<file path="src/rtl/mips_pkg.sv">
`default_nettype none
// ============================================================================
//  Module   : mips_pkg
//  Purpose  : Definitions shared by the pipeline stages: opcode encodings,
//             the memory-stage FSM state type and an opcode normaliser.
//  Revision : 1.0  initial release
// ============================================================================
package mips_pkg;

    localparam logic [5:0] OP_ADD  = 6'b110001;
    localparam logic [5:0] OP_MUL  = 6'b100111;
    localparam logic [5:0] OP_ADDI = 6'b000100;
    localparam logic [5:0] OP_LDW  = 6'b010111;
    localparam logic [5:0] OP_STW  = 6'b010101;
    localparam logic [5:0] OP_BLT  = 6'b010110;
    localparam logic [5:0] OP_BR   = 6'b000110;
    localparam logic [5:0] OP_BEQ  = 6'b100110;
    localparam logic [5:0] OP_NOPE = 6'b111111;

    typedef enum logic [0:0] {
        RUN  = 1'b0,
        WAIT = 1'b1
    } mem_state_t;

    // Any encoding outside the instruction set behaves as NOPE downstream.
    function automatic logic [5:0] norm_op(input logic [5:0] op);
        case (op)
            OP_ADD, OP_MUL, OP_ADDI, OP_LDW, OP_STW,
            OP_BLT, OP_BR, OP_BEQ, OP_NOPE: norm_op = op;
            default:                        norm_op = OP_NOPE;
        endcase
    endfunction

endpackage
`default_nettype wire

</file>
<file path="src/rtl/mem_access_stage_data_mem.sv">
`default_nettype none
// ============================================================================
//  Module   : data_mem
//  Purpose  : Word-addressed data memory, 2**ADDR_W x 32 bits.
//             Synchronous write, asynchronous (combinational) read.
//  Ports    : clk   - clock, rising edge
//             we    - write enable
//             addr  - word address
//             wdata - write data
//             rdata - read data (combinational from addr)
//  Revision : 1.0  initial release
// ============================================================================
module data_mem #(
    parameter int ADDR_W = 6
) (
    input  logic              clk,
    input  logic              we,
    input  logic [ADDR_W-1:0] addr,
    input  logic [31:0]       wdata,
    output logic [31:0]       rdata
);

    logic [31:0] mem [2**ADDR_W];

    // Contents are deliberately left unreset.
    always_ff @(posedge clk) begin
        if (we) begin
            mem[addr] <= wdata;
        end
    end

    assign rdata = mem[addr];

endmodule
`default_nettype wire

</file>
<file path="src/rtl/mem_access_stage.sv">
`default_nettype none
// ============================================================================
//  Module   : mem_access_stage
//  Purpose  : Memory-access pipeline stage. Executes LDW/STW against a local
//             data memory, registers write-back data/control, and stalls the
//             front of the pipeline while a load waits LOAD_WAIT cycles.
//  Config   : MEM_ERR_EN - adds mem_err_46, flags misaligned/out-of-range
//             LDW/STW and suppresses their memory/register effects.
//  Ports    : clk_46        in   clock, rising edge
//             rst_46        in   asynchronous active-low reset
//             opcode_46     in   opcode from execute
//             alu_out_46    in   ALU result / effective byte address
//             alu_src_46    in   store data
//             dest_reg_46   in   destination register field
//             targ_reg_46   in   target register field
//             stall_46      out  upstream must hold its inputs while high
//             opcode_out_46 out  registered opcode
//             wb_data_46    out  registered write-back value
//             wb_reg_46     out  registered write-back register index
//             reg_wr_46     out  registered register-write enable
//             mem_err_46    out  (MEM_ERR_EN only) registered access fault
//  Revision : 1.0  initial release
// ============================================================================
module mem_access_stage
    import mips_pkg::*;
#(
    parameter int ADDR_W    = 6,
    parameter int LOAD_WAIT = 2
) (
    input  logic        clk_46,
    input  logic        rst_46,
    input  logic [5:0]  opcode_46,
    input  logic [31:0] alu_out_46,
    input  logic [31:0] alu_src_46,
    input  logic [5:0]  dest_reg_46,
    input  logic [5:0]  targ_reg_46,
    output logic        stall_46,
    output logic [5:0]  opcode_out_46,
    output logic [31:0] wb_data_46,
    output logic [5:0]  wb_reg_46,
    output logic        reg_wr_46
`ifdef MEM_ERR_EN
    ,
    output logic        mem_err_46
`endif
);

    localparam logic [3:0] WAIT_INIT = (LOAD_WAIT == 0) ? 4'd0 : 4'(LOAD_WAIT - 1);

    mem_state_t  state, state_nxt;
    logic [3:0]  wait_cnt, wait_cnt_nxt;
    logic [5:0]  op;
    logic [5:0]  opcode_nxt;
    logic [31:0] wb_data_nxt;
    logic [5:0]  wb_reg_nxt;
    logic        reg_wr_nxt;
    logic        mem_we;
    logic        stw_req;
    logic [31:0] rdata;
    logic        addr_err;
    logic        load_done;

    assign op = norm_op(opcode_46);

`ifdef MEM_ERR_EN
    localparam logic [31:0] HI_MASK = ~((32'd1 << (ADDR_W + 2)) - 32'd1);
    logic mem_err_nxt;
    assign addr_err    = (alu_out_46[1:0] != 2'b00) || ((alu_out_46 & HI_MASK) != 32'd0);
    assign mem_err_nxt = addr_err && ((state == RUN && op == OP_STW) || load_done);
`else
    assign addr_err = 1'b0;
`endif

    // The load completes either directly in RUN (no wait states) or on the
    // last WAIT cycle, using whatever inputs are held at that point.
    assign load_done = (state == RUN && op == OP_LDW && LOAD_WAIT == 0) ||
                       (state == WAIT && wait_cnt == 4'd0);

    // Gated by reset so that stall never shows while the stage is held in reset.
    assign stall_46 = rst_46 &&
                      ((state == RUN && op == OP_LDW && LOAD_WAIT != 0) ||
                       (state == WAIT && wait_cnt != 4'd0));

    // Writes are blocked during reset so random bus values cannot corrupt memory.
    assign mem_we = rst_46 && stw_req;

    data_mem #(
        .ADDR_W (ADDR_W)
    ) u_data_mem (
        .clk   (clk_46),
        .we    (mem_we),
        .addr  (alu_out_46[ADDR_W+1:2]),
        .wdata (alu_src_46),
        .rdata (rdata)
    );

    always_comb begin
        state_nxt    = state;
        wait_cnt_nxt = wait_cnt;
        opcode_nxt   = op;
        wb_data_nxt  = 32'd0;
        wb_reg_nxt   = 6'd0;
        reg_wr_nxt   = 1'b0;
        stw_req      = 1'b0;

        if (state == WAIT) begin
            if (wait_cnt != 4'd0) begin
                wait_cnt_nxt = wait_cnt - 4'd1;
                opcode_nxt   = OP_NOPE;
            end else begin
                state_nxt  = RUN;
                opcode_nxt = OP_LDW;
                if (!addr_err) begin
                    wb_data_nxt = rdata;
                    wb_reg_nxt  = targ_reg_46;
                    reg_wr_nxt  = 1'b1;
                end
            end
        end else begin
            case (op)
                OP_ADD, OP_MUL: begin
                    wb_data_nxt = alu_out_46;
                    wb_reg_nxt  = dest_reg_46;
                    reg_wr_nxt  = 1'b1;
                end
                OP_ADDI: begin
                    wb_data_nxt = alu_out_46;
                    wb_reg_nxt  = targ_reg_46;
                    reg_wr_nxt  = 1'b1;
                end
                OP_STW: begin
                    stw_req = !addr_err;
                end
                OP_LDW: begin
                    if (LOAD_WAIT == 0) begin
                        if (!addr_err) begin
                            wb_data_nxt = rdata;
                            wb_reg_nxt  = targ_reg_46;
                            reg_wr_nxt  = 1'b1;
                        end
                    end else begin
                        state_nxt    = WAIT;
                        wait_cnt_nxt = WAIT_INIT;
                        opcode_nxt   = OP_NOPE;
                    end
                end
                default: begin
                end
            endcase
        end
    end

    always_ff @(posedge clk_46 or negedge rst_46) begin
        if (!rst_46) begin
            state         <= RUN;
            wait_cnt      <= 4'd0;
            opcode_out_46 <= 6'd0;
            wb_data_46    <= 32'd0;
            wb_reg_46     <= 6'd0;
            reg_wr_46     <= 1'b0;
        end else begin
            state         <= state_nxt;
            wait_cnt      <= wait_cnt_nxt;
            opcode_out_46 <= opcode_nxt;
            wb_data_46    <= wb_data_nxt;
            wb_reg_46     <= wb_reg_nxt;
            reg_wr_46     <= reg_wr_nxt;
        end
    end

`ifdef MEM_ERR_EN
    always_ff @(posedge clk_46 or negedge rst_46) begin
        if (!rst_46) begin
            mem_err_46 <= 1'b0;
        end else begin
            mem_err_46 <= mem_err_nxt;
        end
    end
`endif

endmodule
`default_nettype wire
</file>
<file path="config.mk">
export PLATFORM = sky130hd
export DESIGN_NAME = mem_access_stage
export DESIGN_NICKNAME = d
export VERILOG_FILES = /design/src/rtl/mips_pkg.sv /design/src/rtl/mem_access_stage_data_mem.sv /design/src/rtl/mem_access_stage.sv
export SDC_FILE = /design/constraint.sdc
export NUM_CORES = 2
export LEC_CHECK = 0
export ABC_AREA = 1
export CORE_MARGIN = 8
export CORE_UTILIZATION = 56
export DETAILED_ROUTE_END_ITERATION = 8
export GPL_TIMING_DRIVEN = 0
export PLACE_DENSITY = 0.77
export SLEW_MARGIN = 20
export SYNTH_ARGS = -nofsm -noshare
export SYNTH_HDL_FRONTEND = slang
export SYNTH_HIERARCHICAL = 1
export SYNTH_SLANG_ARGS = --single-unit
export TNS_END_PERCENT = 10
</file>
<file path="constraint.sdc">
create_clock -name clk_46 -period 5.1 [get_ports clk_46]
set_clock_uncertainty 0.05 [all_clocks]
set_input_delay 1.53 -clock clk_46 [delete_from_list [all_inputs] [get_ports clk_46]]
set_output_delay 1.53 -clock clk_46 [all_outputs]
set_load 0.005 [all_outputs]
</file>
==> impl_metrics.toml <==
[run_status]
status = "finished, violations left"
violations = "setup timing"

[placed_design]
placed_area_sq_um = 95110
pre_cts_ws_ns = -1.021
dp.cells = 10989
io_buffers = 129
gp_congestion = 1.023
dpl.hpwl_microns = 195900

[routing]
routed_wl_microns = 281500
drt_iter0_markers = 9527
vias = 64705
drt-wirelength-per-cell_microns = 24.68
drc = 0
firstDrtPassIters = 8
ant_nets = 0
viasPerCell = 5.673

[setup_path]
slowest_delay_ns = 0.96
timing.critical_path.mode_cell = "nand3_1"
r2r-start = "state"
required_ns = 5.59
worst_setup_path_start_kind = "input pin"
worst-r2r-setup-slack_ns = 0.37
cpMaxStageDelayCell = "nand3_1"
worstSetupPathType = "input pin to register"
worstPathBufferInverterCount = 4
cp_max_fo = 19
r2r_end = "u_data_mem/mem[50][11]"
path_delay_family = "simple AND/OR/NAND/NOR gates"
crit_chain = "clkdlybuf4s50_1, inv_1, nand3_1, nand3_1, nor2_1, nand4_1, nor2_1, clkbuf_1, nand3_1, nor2_4, buf_16"
arrival_ns = 5.88
endpoint_kind = "register"
r2r_cells = 9

[timing]
setup_viol = 572
slew_violations = 0
tightest_slew_ns = 1.253
rsz0062_at_grt = "yes"
holdWs_ns = 0.4893
relSlewSlack_pct = 16.26
setup_slack_ns = -0.2924
finalHoldViolCount = 0
max_freq_ghz = 0.1854
fin_crit_sh_pct = 105.7
post-route-min-period_ns = 5.392

[clocking]
clk_pin_slew_ns = 0.06
cts_max_level = 4
clockRootBuffer = "clkbuf_16"
cts_tree = "done"
clock_sinks = 2098
cts_buffers = 204
ctsHoldBuffers = 0
clk_latency_ns = 0.86
cts.path.max_buffers = 3

[finish]
multi_input_area_sq_um = 23700
nFillCells = 11533
final_area_sq_um = 102100
ff_latch_area_sq_um = 62750
layout-drive-gt1-share_pct = 9.164
final_cell_mix = "nand2_1 (5839), edfxtp_1 (2048), buf_2 (258), clkbuf_16 (210), clkbuf_1 (174)"
layout_commonest_cell = "nand2_1"
instances_no_fill = 11405
nets = 9257
area_delta_synth_final_pct = 15.79

[die]
die_h_microns = 412.9
rows = 145
die_w_microns = 412.9
num_io_pins = 130
core-area_sq_um = 156400
dieArea_sq_um = 170500
initial_core_util_pct = 56.41

[yosys]
synth_cells = 8686
syn_area_sq_um = 88220
synth_nets = 8772
ys_seq_elements = 2098
ys_seq_area_share_pct = 71.13
syn_avg_cell_area_sq_um = 10.16
yosys_warnings = 6
ys_types = 29

[power_and_ir_drop]
peakVddDrop_mv = 0.3724
power_density_nw_per_um2 = 357.8
p_leak_nw = 43.14
p_total_mw = 36.55

[hold_path]
hp-class = "register to register"
holdPathStages = 2
hold_start = "wait_cnt[3]"
min_to = "wait_cnt[3]"

[global_route]
grt_pass1_wl_microns = 401300
grt.overflow.total = 0
antenna_found_initial = 16
grt_usage_pct = 32.44
grt_max_degree = 65
grt_pass1_vias = 61656

[run]
drv_cap = 0
-- layout make-up --
type                    count  share of cell area, %
clock buffers             262                  5.375
multi-input cells        6103                  23.20
diodes                      6                0.01470
plain buffers             434                  2.035
flip-flops and latches   2098                  61.43
inverters                  51                 0.1874
repair buffers            279                  4.127
well taps                2058                  2.521
clock inverters           114                  1.106
-- cell usage after synthesis --
cell type / n / area (sq um)
nand4_1: 8 / 50.05
nand3_2: 11 / 110.1
nand3_1: 42 / 210.2
buf_4: 13 / 97.59
or2_1: 1 / 6.260
o22ai_1: 1 / 6.260
nor2_1: 153 / 574.3
nor3_1: 1 / 5.000
nor4_1: 2 / 12.51
or2_2: 6 / 37.54
buf_2: 247 / 1236
buf_1: 27 / 101.4
nor3_2: 7 / 70.07
nor2_2: 1 / 6.260
ha_1: 2 / 25.02
inv_1: 36 / 135.1
o21ai_1: 5 / 25.02
buf_6: 8 / 90.09
nand3_4: 1 / 17.52
edfxtp_1: 2048 / 61500
o21ai_0: 13 / 65.06
nand4_2: 1 / 12.51
o211ai_1: 6 / 45.04
inv_2: 15 / 56.30
xor2_1: 2 / 17.52
clkbuf_1: 138 / 518.0
buf_12: 1 / 20.02
dfrtp_1: 50 / 1251
nand2_1: 5840 / 21920
-- layer usage --
metal	wire length [microns]	track usage (%)
met1	102200	41.83
met2	123400	49.39
met3	34860	8.185
met4	21030	20.51
met5	0	0
-- worst min-delay path, stage by stage, from the launching register on --
cell and delay, ns:
dfrtp_1 0.39, nand2_1 0.07, nand2_1 0.05
-- state kept, by name, summed over array words and instances (netlist names) --
register / cells
u_data_mem/mem: 2048
wb_data_46: 32
opcode_out_46: 6
wb_reg_46: 6
wait_cnt: 4
reg_wr_46: 1
state: 1
-- stage by stage --
step	TNS [ns]	utilization [%]
floorplan	-72.62	-
global placement	-7715.59	58.88
detailed placement	-1283.53	60.82
CTS	-8.898	65.14
global route	-107.38	65.31
finish	-73.75	65.32
-- worst max-delay path by stage --
stage,start,endpoint,slack (ns),cells past startpoint
after floorplan,opcode_46[5],u_data_mem/mem[41][0],-1.13,10
after global placement,rst_46,u_data_mem/mem[40][16],-6.02,8
after detailed placement,opcode_46[4],u_data_mem/mem[5][12],-1.02,11
after CTS,opcode_46[4],u_data_mem/mem[29][28],-0.1,11
after global routing,opcode_46[4],u_data_mem/mem[53][20],-0.29,11
final,opcode_46[4],u_data_mem/mem[50][11],-0.29,11
-- repair_timing --
item,in CTS,in global routing
setup buffers,11,23
resized for setup,0,3
pin swaps,4,10
setup endpoints to repair,271,1098
-- report_power, final --
group / switching [mW] / internal [mW] / leakage, nW / total (mW)
Combinational: 2.02 / 0.622 / 20.8 / 2.64
Clock: 6.43 / 8.55 / 3.24 / 15.0
Sequential: 0.00670 / 18.9 / 19.1 / 18.9
Total: 8.45 / 28.1 / 43.1 / 36.6
-- logic make-up after synthesis --
logic type      Yosys count  synth area share [%]
simple gates           6074                 26.11
flops                  2098                 71.13
buf+inv                 485                 2.556
xor+xnor                  2               0.01986
fa+ha+maj                 2               0.02836
compound gates           25                0.1603
(Power assumes the default switching activity.)
